File: src/rtl/waterfall_writer.sv
`default_nettype none
// ============================================================================
//  Module   : waterfall_writer
//  Purpose  : Streams spectrum bins (one byte per pixel) into a WIDTH x HEIGHT
//             framebuffer RAM row by row, wrapping back to row 0 after the
//             last row.  A display port can read any framebuffer byte.  Reads
//             take priority over incoming samples and complete in 3 cycles.
//
//  Ports    : clk, reset_n     - clock, asynchronous active-low reset
//             s_data/s_valid/s_ready   - pixel input stream (valid/ready)
//             rd_req/rd_addr/rd_ready  - display read request
//             rd_data/rd_valid         - read result, one-cycle pulse
//             ram_addr/ram_wdata/ram_wen/ram_rdata - framebuffer RAM port
//             line_done/last_row       - row-completed pulse and its index
//             busy                     - frame clear in progress
//
//  Macro    : FRAME_CLEAR_EN - when defined, every reset is followed by a
//             clear pass writing 0 to the whole framebuffer (busy high).
//             Undefined: no clear pass, busy tied low.
//
//  Revision : 1.0 - initial release
// ============================================================================
module waterfall_writer #(
    parameter int WIDTH  = 320,
    parameter int HEIGHT = 240
) (
    input  logic        clk,
    input  logic        reset_n,
    input  logic [7:0]  s_data,
    input  logic        s_valid,
    output logic        s_ready,
    input  logic        rd_req,
    input  logic [16:0] rd_addr,
    output logic        rd_ready,
    output logic [7:0]  rd_data,
    output logic        rd_valid,
    output logic [16:0] ram_addr,
    output logic [7:0]  ram_wdata,
    output logic        ram_wen,
    input  logic [7:0]  ram_rdata,
    output logic        line_done,
    output logic [7:0]  last_row,
    output logic        busy
);

    localparam logic [16:0] c_WIDTH    = 17'(WIDTH);
    localparam logic [16:0] c_COL_LAST = 17'(WIDTH - 1);
    localparam logic [7:0]  c_ROW_LAST = 8'(HEIGHT - 1);

    localparam logic [1:0] c_ST_IDLE    = 2'd1;
    localparam logic [1:0] c_ST_RD_ADDR = 2'd2;
    localparam logic [1:0] c_ST_RD_HOLD = 2'd3;
`ifdef FRAME_CLEAR_EN
    localparam logic [1:0]  c_ST_CLEAR    = 2'd0;
    localparam logic [1:0]  c_ST_RESET    = c_ST_CLEAR;
    localparam logic [16:0] c_PIX_LAST    = 17'(WIDTH * HEIGHT - 1);
`else
    localparam logic [1:0]  c_ST_RESET    = c_ST_IDLE;
`endif

    logic [1:0]  r_state;
    logic [16:0] r_wr_col;
    logic [7:0]  r_wr_row;
    logic [16:0] r_row_base;   // wr_row * WIDTH, kept by accumulation
`ifdef FRAME_CLEAR_EN
    logic [16:0] r_clr_cnt;
`endif

    assign rd_ready = (r_state == c_ST_IDLE);
    assign s_ready  = (r_state == c_ST_IDLE) && !rd_req;

`ifdef FRAME_CLEAR_EN
    assign busy = (r_state == c_ST_CLEAR);
`else
    assign busy = 1'b0;
`endif

    always_ff @(posedge clk or negedge reset_n) begin
        if (!reset_n) begin
            r_state    <= c_ST_RESET;
            ram_addr   <= '0;
            ram_wdata  <= '0;
            ram_wen    <= 1'b0;
            rd_data    <= '0;
            rd_valid   <= 1'b0;
            line_done  <= 1'b0;
            last_row   <= c_ROW_LAST;
            r_wr_col   <= '0;
            r_wr_row   <= '0;
            r_row_base <= '0;
`ifdef FRAME_CLEAR_EN
            r_clr_cnt  <= '0;
`endif
        end else begin
            rd_valid  <= 1'b0;
            line_done <= 1'b0;
            case (r_state)
`ifdef FRAME_CLEAR_EN
                c_ST_CLEAR: begin
                    // Leave only once the final address is actually on the
                    // RAM port, so busy covers the last clear write too.
                    if (ram_wen && (ram_addr == c_PIX_LAST)) begin
                        r_state <= c_ST_IDLE;
                        ram_wen <= 1'b0;
                    end else begin
                        ram_addr  <= r_clr_cnt;
                        ram_wdata <= 8'h00;
                        ram_wen   <= 1'b1;
                        r_clr_cnt <= r_clr_cnt + 17'd1;
                    end
                end
`endif
                c_ST_IDLE: begin
                    if (rd_req) begin
                        // Read wins over a simultaneous sample.
                        r_state  <= c_ST_RD_ADDR;
                        ram_addr <= rd_addr;
                        ram_wen  <= 1'b0;
                    end else if (s_valid) begin
                        ram_addr  <= r_row_base + r_wr_col;
                        ram_wdata <= s_data;
                        ram_wen   <= 1'b1;
                        if (r_wr_col == c_COL_LAST) begin
                            r_wr_col  <= '0;
                            line_done <= 1'b1;
                            last_row  <= r_wr_row;
                            if (r_wr_row == c_ROW_LAST) begin
                                r_wr_row   <= '0;
                                r_row_base <= '0;
                            end else begin
                                r_wr_row   <= r_wr_row + 8'd1;
                                r_row_base <= r_row_base + c_WIDTH;
                            end
                        end else begin
                            r_wr_col <= r_wr_col + 17'd1;
                        end
                    end else begin
                        ram_wen <= 1'b0;
                    end
                end
                c_ST_RD_ADDR: begin
                    // RAM samples the held address at the end of this cycle.
                    r_state <= c_ST_RD_HOLD;
                    ram_wen <= 1'b0;
                end
                c_ST_RD_HOLD: begin
                    rd_data  <= ram_rdata;
                    rd_valid <= 1'b1;
                    r_state  <= c_ST_IDLE;
                    ram_wen  <= 1'b0;
                end
                default: begin
                    r_state <= c_ST_IDLE;
                    ram_wen <= 1'b0;
                end
            endcase
        end
    end

endmodule
`default_nettype wire

File: config.mk
export PLATFORM = sky130hd
export DESIGN_NAME = waterfall_writer
export DESIGN_NICKNAME = d
export VERILOG_FILES = /design/src/rtl/waterfall_writer.sv
export SDC_FILE = /design/constraint.sdc
export NUM_CORES = 1
export LEC_CHECK = 0
export ABC_CLOCK_PERIOD_IN_PS = 2750
export CORE_UTILIZATION = 50
export CTS_CLUSTER_SIZE = 25
export DETAILED_ROUTE_END_ITERATION = 16
export PLACE_DENSITY = 0.78
export REMOVE_ABC_BUFFERS = 1
export SLEW_MARGIN = 20
export SYNTH_ARGS = -nofsm -noshare
export SYNTH_HDL_FRONTEND = slang
export SYNTH_SLANG_ARGS = --single-unit
File: constraint.sdc
create_clock -name clk -period 2.75 [get_ports clk]
set_clock_uncertainty 0.2 [all_clocks]
set_input_delay 0.275 -clock clk [delete_from_list [all_inputs] [get_ports clk]]
set_output_delay 0.275 -clock clk [all_outputs]
set_load 0.005 [all_outputs]
==> summary.md, run 1 <==
| Metric | Value |
|---|---|
| Outcome | finished clean |
| # setup viols final | 0 |
| Residual DRC | 0 |
| RePlAce Congestion | about 0.89 |
| Final net count | between 500 and 600 |
| Global-route wire length before repair | ~16 mm |
| Grt total ovfl | 0 |
| Post-DR wirelength/cell | around 15 um |
| Critical path launch point type | flip-flop |
| Via count | 3473 |
| #FFs+latches synth | between 80 and 90 |
| Area of the core | approximately 8000 um2 |
| Crit end category | output pin |
| Clk buf depth | 2 |
| Req. time, crit path | approximately 2.3 ns |
| R2r startpoint | r_wr_col[7] |
| Relative slew slack | 62.7% |
| Avg Cell Area, Syn | 9.61 um2 |
| TritonCTS clock tree | yes |
| Hold path startpoint | s_data[5] |
| Slew @ Worst Pin | between 0.5 and 0.6 ns |
| Post-Synthesis Cell Area | 4120 um2 |
| Slew Viols, Final | 0 |
| CP Max Fanout | 9 |
| Cell variety after synth | 53 |
| H-tree depth | 3 |
| Vias per cell | about 5.6 |
| Async set-reset flop share out of synthesis | 100% |
| Pre-CTS setup slack | 0.254 ns |
| Initial antenna violation count | 0 |
| Die Area | ~8600 um2 |
| Width of the die | 92.8 um |
| Drt first pass iters | 4 |
| HPWL Detailed | around 7 mm |
| Yosys warns | 0 |
| Final Hold Viols | 0 |
| VDD IR max | about 460 uV |
| Post-synth EDFFs | 0 |
| CTS clk-pin slew, worst paths | 0.10 ns |
| Power Density | between 600 and 700 nW/um2 |
| Worst skew pair latency | between 0.3 and 0.4 ns |
| Class of the worst hold path | in -> reg |
| Post-layout minimum cycle time | ~2.5 ns |
| CTS Sinks | 82 |
| Num ports | 84 |
| Post_cts resized | 0 |
| ANT nets after route | 0 |
| Buffers on Ports | approximately 80 |
| Fin crit share | around nine tenths |
| CP arrival | 2.05 ns |
| RSZ-0062 raised after global routing | no |
| Ys flop type | dfrtp_1 |
| Routed WL | 9.52 mm |
| CTS buffer count | 9 |
| Die Span Y | roughly 93 um |
| CP Class | reg -> out |
| Leakage | ~0.0024 uW |
| FP Rows | 32 |
| Share of layout cells above drive strength 1 | a little over a tenth |
| Seq/Total Area, Yosys | 50.0% |
| Fmax | 396 MHz |
| Max cap viols | 0 |
| Overall Global Routing Usage | a little under a quarter |
| Mapped Cells | about 430 |
| Worst setup margin | 0.228 ns |
| Starting density of the core | a little over half |
| Area Growth Syn to Fin | 27.9% |
| Worst Setup SP | r_state[0] |
| Initial drt markers | between 100 and 150 |
| Vias in the first global route | approximately 3400 |
| Pin count of the biggest net entering global routing | 46 |
| Clk root buf | clkbuf_8 |
| WHS | between 0.2 and 0.25 ns |
| Sum Neg Setup Slack | 0 ns |
| # diodes | 0 |
==> kinds of logic after synthesis <==
kind of cell    after synthesis  synth area share, %
simple gates                186                 21.2
fa+ha+maj                    16                 4.85
xor+xnor                     19                 4.04
other cells                   1               0.0909
buf+inv                      25                 2.67
flops                        82                 50.0
compound gates               79                 11.7
mux                          21                 5.43
==> cells in the mapped netlist (3+ instances only) <==
library cell  count  area [um2]
a211oi_1          3        22.5
a21o_1            4        30.0
a21oi_1          13        65.1
and3_1            5        31.3
and4_1            3        26.3
buf_2             4        20.0
buf_4             3        22.5
clkbuf_1         10        37.5
dfrtp_1          74        1850
dfstp_2           8         210
ha_1             16         200
inv_1             6        22.5
mux2_2           11         124
mux2i_1          10         100
nand2_1          96         360
nand3_1          31         155
nor2_1           21        78.8
nor3_1            4        20.0
o21ai_0          33         165
o21ai_1           4        20.0
o31ai_1           6        45.0
or3_1             4        25.0
or4_1             5        37.5
xnor2_1          13         114
xor2_1            6        52.6
==> state kept, by name, indices dropped and copies added, names as in the netlist <==
register,flops
r_state,2
line_done,1
rd_valid,1
r_wr_row,8
ram_wen,1
r_wr_col,17
last_row,8
ram_wdata,8
ram_addr,17
rd_data,8
r_row_base,11
==> per-stage QoR <==
step	area [um2]	instances	utilization, %	power [uW]
6_report	5280	624	67.2	3670
4_1_cts	5280	624	67.2	3700
2_1_floorplan	4040	411	-	2110
5_1_grt	5280	624	67.2	3870
3_3_place_gp	5080	607	64.7	2810
3_5_place_dp	5080	607	64.7	2870
==> cell usage in the layout, fill, tap and decap left out, types with 9 or more instances in the layout <==
cell type / Yosys / routed
nor2_1: 21 / 21
mux2_2: 11 / 11
ha_1: 16 / 16
buf_4: 3 / 13
a21oi_1: 13 / 13
nand3_1: 31 / 31
mux2i_1: 10 / 10
o21ai_0: 33 / 33
clkbuf_8: 0 / 9
dfrtp_1: 74 / 74
clkdlybuf4s50_1: 0 / 81
xnor2_1: 13 / 13
nand2_1: 96 / 96
==> what timing repair did <==
| item | 4_1_cts | 5_1_grt |
|---|---|---|
| hold buffers | 1 | 0 |
| endpoints found under the hold margin | 36 | 0 |
| buffers inserted | 0 | 0 |
==> area by class of cell <==
class | count | area [um2]
Tap cell | 102 | 128
Inverter | 7 | 26.3
Clock buffer | 9 | 124
Fill cell | 653 | 2570
Clock inverter | 7 | 61.3
Timing Repair Buffer | 95 | 918
Multi-Input combinational cell | 322 | 1960
Sequential cell | 82 | 2060
==> power by group <==
part | total (uW) | leakage [uW] | internal, uW | switching (uW)
sequential | 1650 | 0.00105 | 1480 | 165
clock | 839 | 0.0000888 | 346 | 494
combinational | 1180 | 0.00127 | 710 | 474
total | 3670 | 0.00241 | 2540 | 1130
==> path summary, 6_finish.rpt <==
path	endpoint	slack (ns)	cells after the start
worst max-delay path	s_ready	0.23	5
worst min-delay path	ram_wdata[5]	0.23	3
worst max register to register	ram_addr[16]	0.26	6
worst min register to register	last_row[6]	0.26	2
max in group asynchronous	r_state[0]	1.32	3
min in group asynchronous	ram_wdata[4]	0.25	2
==> routing by layer <==
layer / vias to the layer above / routed length (um) / track usage, %
met5: - / 0 / 0
met2: 83 / 4820 / 41.1
met4: 0 / 167 / 7.69
met3: 15 / 327 / 3.69
li1: 1670 / - / -
met1: 1705 / 4200 / 30.0
==> critical path, cell delays in order, from the launching register on <==
cell and delay (ns):
dfstp_2 0.57, ha_1 0.23, buf_4 0.19, nand2b_1 0.14
inv_1 0.08, clkdlybuf4s50_1 0.49
Power figures use the tool's default switching activity.
==> run 2: changes to the inputs <==
- CORE_ASPECT_RATIO: not set -> 0.5
- HOLD_SLACK_MARGIN: not set -> 0.06
==> summary.md, run 2 (synthesized netlist as in run 1, its figures left out) <==
| Metric | Value |
|---|---|
| Outcome | finished clean |
| Req. time, crit path | 2.28 ns |
| Post-layout minimum cycle time | roughly 2.5 ns |
| # diodes | 0 |
| Area Growth Syn to Fin | 32.4% |
| Leakage | roughly 0.0025 uW |
| H-tree depth | 3 |
| Starting density of the core | a little over half |
| Num ports | 84 |
| Setup bufs post-CTS | 0 |
| Area of the core | 7650 um2 |
| Class of the worst hold path | in -> async |
| Setup slack, reg-to-reg | ~0.27 ns |
| Placed Instance Area | just over 5000 um2 |
| CTS Hold Bufs | 1 |
| CP arrival | about 2 ns |
| RePlAce Congestion | between 0.8 and 0.9 |
| Max cap viols | 0 |
| Worst skew pair latency | 0.34 ns |
| TritonCTS clock tree | yes |
| Via count | 3444 |
| Initial drt markers | 202 |
| Filler cells | 583 |
| Worst setup margin | between 0.2 and 0.3 ns |
| Clk buf depth | 2 |
| Top Registers | r_wr_col (17), ram_addr (17), r_row_base (11) |
| Pre-CTS setup slack | 0.254 ns |
| VDD IR max | 343 uV |
| Total power draw | roughly 4200 uW |
| FP Rows | 22 |
| RSZ-0062 raised after global routing | no |
| Overall Global Routing Usage | around a quarter |
| Final instance area | ~5500 um2 |
| Vias per cell | around 5.5 |
| Width of the die | 130 um |
| Drt first pass iters | 5 |
| # setup viols final | 0 |
| CTS clk-pin slew, worst paths | about 0.060 ns |
| Global-route wire length before repair | around 16 mm |
| Most frequent cells in the layout | 96 x nand2_1, 81 x clkdlybuf4s50_1, 74 x dfrtp_1, 33 x o21ai_0, 31 x nand3_1 |
| CP Class | reg -> out |
| Slew @ Worst Pin | roughly 0.57 ns |
| Slew Viols, Final | 0 |
| Sum Neg Setup Slack | 0 ns |
| Initial antenna violation count | 0 |
| Post_cts resized | 0 |
| ANT nets after route | 0 |
| Pin count of the biggest net entering global routing | 46 |
| Die Area | roughly 8600 um2 |
| Final net count | roughly 570 |
| HPWL Detailed | ~6.7 mm |
| Clk root buf | clkbuf_16 |
| Share of layout cells above drive strength 1 | a little over a tenth |
| Die Span Y | 66.2 um |
| Crit end category | output pin |
| Final Hold Viols | 0 |
| Relative slew slack | 61.4% |
| Fmax | between 400 and 500 MHz |
| CP Max Fanout | 9 |
| Routed WL | around 9.5 mm |
| Power Density | roughly 770 nW/um2 |
| Post-DR wirelength/cell | 15.1 um |
| Buffers on Ports | 82 |
| Most common cell after layout, fill and taps aside | nand2_1 |
| Residual DRC | 0 |
| Fin crit share | between 90% and 100% |
| Vias in the first global route | 3243 |
| Critical path launch point type | flip-flop |
| CTS buffer count | 9 |
| CTS Sinks | 82 |
| Grt total ovfl | 0 |
==> run 2: changes by cell type in the layout (fill, tap and decap cells not counted), sizes merged <==
cell / delta
bufinv: +3
buf: +1
clkinvlp: -2
inv: -4
clkinv: +3
==> run 2: final timing paths <==
path,from,endpoint,cells after the start
worst min-delay path,reset_n,ram_wdata[5],2
max in group asynchronous,reset_n,last_row[7],3
min in group clk,last_row[1],last_row[1],2
worst min register to register,last_row[1],last_row[1],2
worst max register to register,r_wr_col[7],ram_addr[16],6
worst max-delay path,r_state[0],s_ready,5
==> run 2: per-layer routing <==
| layer | vias to the layer above | wire, um | part of all wire (%) | GRT usage (%) |
|---|---|---|---|---|
| li1 | 1681 | - | - | - |
| met1 | 1642 | 4450 | 47 | 32.8 |
| met2 | 112 | 4340 | 45 | 38.3 |
| met3 | 9 | 638 | 6.7 | 6.15 |
| met4 | 0 | 103 | 1.1 | 7.18 |
| met5 | - | 0 | 0 | 0 |
==> run 2: metrics by stage <==
stage,std cells,util (%),hold slack (ns)
2_1_floorplan,411,-,-0.221
3_3_place_gp,614,66.7,0.0754
3_5_place_dp,614,66.7,0.0723
4_1_cts,631,71.4,0.258
5_1_grt,631,71.4,0.271
6_report,631,71.4,0.256
==> run 2: critical path: stages (launching register included) <==
cell and delay (ns):
dfstp_2 0.56, ha_1 0.23, buf_4 0.19, nand2b_1 0.13, inv_1 0.07, clkdlybuf4s50_1 0.50
==> run 2: area by class of cell <==
type                       count  area (um2)  area share, %
sequential                    82        2060           37.8
multi-input combinational    322        1960           35.8
timing repair buffer          96         938           17.2
clock buffer                   9         225           4.12
tap                          108         135           2.47
clock inverter                 7         118           2.15
inverter                       7        26.3          0.481
==> run 2: power breakdown <==
part	internal, uW	switching (uW)	total (uW)
clock	886	473	1360
sequential	1490	165	1650
combinational	713	463	1180
==> run 3: changes to the inputs <==
--- a/config.mk
+++ b/config.mk
@@ -7,4 +7,5 @@
 export LEC_CHECK = 0
 export ABC_CLOCK_PERIOD_IN_PS = 2750
+export CAP_MARGIN = 25
 export CORE_ASPECT_RATIO = 0.5
 export CORE_UTILIZATION = 50
==> constraint.sdc (replaced) <==
create_clock -name clk -period 2.75 [get_ports clk]
set_clock_uncertainty 0.2 [all_clocks]
set_input_delay 0.825 -clock clk [delete_from_list [all_inputs] [get_ports clk]]
set_output_delay 0.825 -clock clk [all_outputs]
set_load 0.005 [all_outputs]
==> summary.md, run 3 (synthesized netlist as in run 1, its figures left out) <==
| Metric | Value |
|---|---|
| Buffers on Ports | approximately 80 |
| Switching part of the total | about 25% |
| Clk buf depth | 2 |
| Most common cell after layout, fill and taps aside | nand2_1 |
| RePlAce Congestion | between 0.8 and 0.9 |
| Power Density | 779 nW/um2 |
| Routed WL | ~9.4 mm |
| RSZ-0062 raised after global routing | no |
| Slew Viols, Final | 0 |
| Vias in the first global route | roughly 3300 |
| Die Area | 8640 um2 |
| Net Switching | 1100 uW |
| CTS buffer count | 9 |
| Outcome | finished clean |
| TritonCTS clock tree | yes |
| Top Registers | r_wr_col (17), ram_addr (17), r_row_base (11) |
| Residual DRC | 0 |
| Drt first pass iters | 4 |
| Share of layout cells above drive strength 1 | between 10% and 20% |
| Fin crit share | 93.5% |
| Most frequent cells in the layout | 96 x nand2_1, 78 x clkdlybuf4s50_1, 74 x dfrtp_1, 33 x o21ai_0, 31 x nand3_1 |
| Crit end category | output pin |
| FP Rows | 22 |
| Leakage | ~0.0026 uW |
| Initial drt markers | between 150 and 200 |
| Starting density of the core | a little over half |
| Class of the worst hold path | in -> async |
| Post-DR wirelength/cell | between 10 and 15 um |
| Pin count of the biggest net entering global routing | 30 |
| Max cap viols | 0 |
| Width of the die | approximately 130 um |
| Final net count | ~580 |
| CP Max Fanout | 5 |
| CP Class | in -> out |
| ANT nets after route | 0 |
| CTS Sinks | approximately 80 |
| Req. time, crit path | 1.73 ns |
| Clk root buf | clkbuf_16 |
| Vias per cell | roughly 5.4 |
| Filler cells | 574 |
| CTS clk-pin slew, worst paths | ~0.06 ns |
| Reg area | roughly 2100 um2 |
| H-tree depth | 3 |
| Initial antenna violation count | 0 |
| Total power draw | ~4300 uW |
| Num ports | 84 |
| Multi-input logic area | a little under 2000 um2 |
| Placed Instance Area | between 5000 and 6000 um2 |
| VDD IR max | around 400 uV |
| Final Hold Viols | 0 |
| Critical path launch point type | input port |
| Area of the core | around 7700 um2 |
| Fmax | just under 400 MHz |
| CP arrival | around 1.6 ns |
| # diodes | 0 |
| Grt total ovfl | 0 |
| HPWL Detailed | between 6 and 7 mm |
| Clk pwr share | between 30% and 40% |
| Comb power frac | approximately 28% |
| Global-route wire length before repair | around 16 mm |
| WHS | approximately 0.2 ns |
| Worst skew pair latency | around 0.34 ns |
| Post-layout minimum cycle time | between 2 and 3 ns |
| P_int | between 3000 and 4000 uW |
| Area Growth Syn to Fin | 34.8% |
| # setup viols final | 0 |
| Reg power frac | a little under two fifths |
| Overall Global Routing Usage | between 20% and 30% |
| Final instance area | approximately 5600 um2 |
| Via count | 3429 |
| Setup slack, reg-to-reg | roughly 0.34 ns |
| Die Span Y | ~66 um |
[run 3: cell count changes in the layout (fill, tap and decap cells not counted), sizes merged]
cell / previous run / this run
buf: 14 / 22
clkdlybuf4s50: 81 / 78
clkinv: 4 / 1
clkbuf: 9 / 11
dlygate4sd2: 0 / 2
bufinv: 3 / 4
dlygate4sd3: 1 / 0
dlymetal6s2s: 0 / 1
[run 3: power by group through the flow]
stage | Sequential [uW] | Combinational (uW) | Clock, uW
after CTS | 1650 | 1240 | 1490
after global placement | 1650 | 1170 | 0
after floorplan | 1670 | 442 | 0
final | 1650 | 1220 | 1460
after global routing | 1690 | 1360 | 1550
after detailed placement | 1670 | 1200 | 0
[run 3: layout make-up]
class,instances,area share [%]
Tap cell,108,2.43
Clock inverter,5,2.25
Timing Repair Buffer,103,17.8
Sequential cell,82,37.1
Multi-Input combinational cell,322,35.5
Clock buffer,11,4.37
Inverter,7,0.473
[run 3: worst max-delay path, cell delays in order]
cell and delay (ns):
dlygate4sd2_1 0.26, nand2b_4 0.16, inv_1 0.06, dlygate4sd2_1 0.25
[run 3: final timing paths]
| kind | from | endpoint | depth (start not counted) |
|---|---|---|---|
| worst min register to register | last_row[3] | last_row[3] | 2 |
| min in group clk | last_row[3] | last_row[3] | 2 |
| max in group asynchronous | reset_n | ram_addr[10] | 2 |
| worst max-delay path | rd_req | s_ready | 4 |
| worst min-delay path | reset_n | ram_wdata[0] | 1 |
| worst max register to register | r_wr_col[7] | ram_addr[16] | 6 |
[run 3: per-stage QoR]
stage / util [%] / worst slack [ns] / TNS [ns] / std cells
after CTS: 72.6 / 0.00309 / 0 / 638
after global placement: 67.4 / -0.330 / -2.73 / 621
after global routing: 72.6 / 0.139 / 0 / 638
after floorplan: - / -0.188 / -0.905 / 411
final: 72.6 / 0.178 / 0 / 638
after detailed placement: 67.4 / -0.359 / -4.12 / 621
[run 3: timing repair]
item	in CTS	in global routing
hold buffers	0	0
gates cloned	0	0
setup buffers	1	0
endpoints found under the setup margin	2	1
gates resized for setup	6	1
pin swaps	0	0
[run 3: per-layer routing]
| layer | track usage, % | vias to the layer above | part of all wire (%) |
|---|---|---|---|
| li1 | - | 1698 | - |
| met1 | 32.4 | 1645 | 49 |
| met2 | 39.1 | 75 | 45 |
| met3 | 6.23 | 11 | 5.2 |
| met4 | 7.33 | 0 | 1.3 |
| met5 | 0 | - | 0 |
==> RTL edit (flow settings as in run 3) <==
Build with the macro `FRAME_CLEAR_EN` defined.
--- a/src/rtl/waterfall_writer.sv
+++ b/src/rtl/waterfall_writer.sv
@@ -22,2 +22,4 @@
 // ============================================================================
+`define FRAME_CLEAR_EN
+
 module waterfall_writer #(
Formal check against the unedited RTL: not equivalent (a bounded check fails within 4 cycles, from zero or initial values and one cycle with reset_n low).
==> RTL edit against run 3 <==
Area after synthesis is 27% higher; setup slack worse by 130 ps; sequential power rose by 25%; critical path type is now flip-flop to output pin; sequential cell count is 17 higher; global-route usage grew 1.1 points; power grew 18%; final area up 22%; routed wire length up 37%.
==> RTL edit: results (changes against run 3) <==
| Metric | Value |
|---|---|
| Share of cells above drive strength 1 | `14.6% (+2.4 points)` |
| R2R setup slack | `180 ps (-160 ps)` |
| Post-DP HPWL | `9.64 mm (+42%)` |
| 1st-iter DRT viols | `330 (+91%)` |
| First-pass GRT wire length | `21.5 mm (+35%)` |
| CP Max Fanout | `8 (+3)` |
| Fillers | `760 (+32%)` |
| Biggest regs | `r_clr_cnt (17), r_wr_col (17), ram_addr (17)` |
| IO Port Bufs | `83 (+1.2%)` |
| Drt pass-1 iters | `5 (+1)` |
| GRT Util Overall | `25.4% (+1.1 points)` |
| Synth cell types | `64 (+21%)` |
| RR Endpoint | `ram_addr[14]` |
| Final RePlAce weighted congestion | `0.910 (+10%)` |
| Top post-synthesis cells by count | `dfrtp_1 (92), nand2_1 (75), nor2_1 (35), o21ai_0 (35)` |
| Pin count of the biggest net entering global routing | `44 (+47%)` |
| Register area share after synthesis | `47.4% (-2.6 points)` |
| Number of global-route vias before repair | `4,339 (+31%)` |
| Slowest CP cell | `clkdlybuf4s50_1` |
| DR WL/cell | `16.2 µm (+10%)` |
| Area after DPL | `6490 µm² (+26%)` |
| Worst VDD drop | `376 µV (-3.3%)` |
| Leakage | `0.00303 µW (+18%)` |
| Final nets | `706 (+22%)` |
| Status | `completed` |
| Place WS | `-339 ps (+19.7 ps)` |
| Post-CTS Setup Bufs | `0 (-1)` |
| Synth top area cells | `dfrtp_1 (44%), nand2_1 (5.4%), xnor2_1 (4.3%)` |
| Arrival time worst endpoint | `1680 ps (+130 ps)` |
| Hold slack | `180 ps (-23.0 ps)` |
[RTL edit: worst reg2reg max path, delay by kind of cell, from the launching register on]
family	cells	cell delay [ps]
compound gates	3	870
fa+ha+maj	1	360
flops	1	470
simple gates	2	610
[RTL edit: routing by layer]
layer	vias to the layer above	share of wire, %	wire length, µm	track usage (%)
met5	-	0	0	0
met4	0	1.7	223	8.56
met3	23	7.0	893	5.21
met2	143	46	5840	42.8
met1	2154	46	5860	33.6
li1	2166	-	-	-
[RTL edit: timing repair]
item                       CTS  global route
resized for setup            4             2
hold buffers                 0             0
setup endpoints to repair    3             2
[RTL edit: worst max path at each step]
stage | start | endpoint | slack, ps | cells past startpoint
floorplan | r_state[1] | r_row_base[13] | 270 | 6
global placement | rd_req | s_ready | -340 | 4
detailed placement | rd_req | s_ready | -340 | 4
CTS | r_state[1] | rd_ready | 30 | 4
global route | r_state[0] | busy | -30 | 3
finish | r_state[0] | busy | 50 | 3
[RTL edit: final cells by class]
cell class                 count  share of cell area [%]
clock buffer                  10                    3.52
clock inverter                 6                   0.737
inverter                      13                   0.719
multi-input combinational    403                    38.8
sequential                    99                    36.6
tap                          135                    2.49
timing repair buffer         125                    17.1
[RTL edit: kinds of logic (layout without fill, tap and decap cells)]
family | after synthesis | in the layout | synth area share (%)
adders and majority gates | 18 | 18 | 4.30
DFF | 99 | 99 | 47.4
muxes | 24 | 24 | 4.85
AOI/OAI and AO/OA | 114 | 114 | 14.0
and+or+nand+nor | 211 | 211 | 21.0
buffers and inverters | 30 | 154 | 2.34
xor gates and xnor gates | 36 | 36 | 6.02
[RTL edit: per-stage QoR]
step	cells	util (%)
after floorplan	515	-
after global placement	775	66.3
after detailed placement	775	66.3
after CTS	791	69.3
after global routing	791	69.3
final	791	69.3
[RTL edit: where the power goes]
part / total [µW] / switching [µW] / internal, µW
registers: 2070 / 290 / 1780
logic: 1820 / 806 / 1010
clock network: 1220 / 571 / 645
total: 5100 / 1670 / 3440
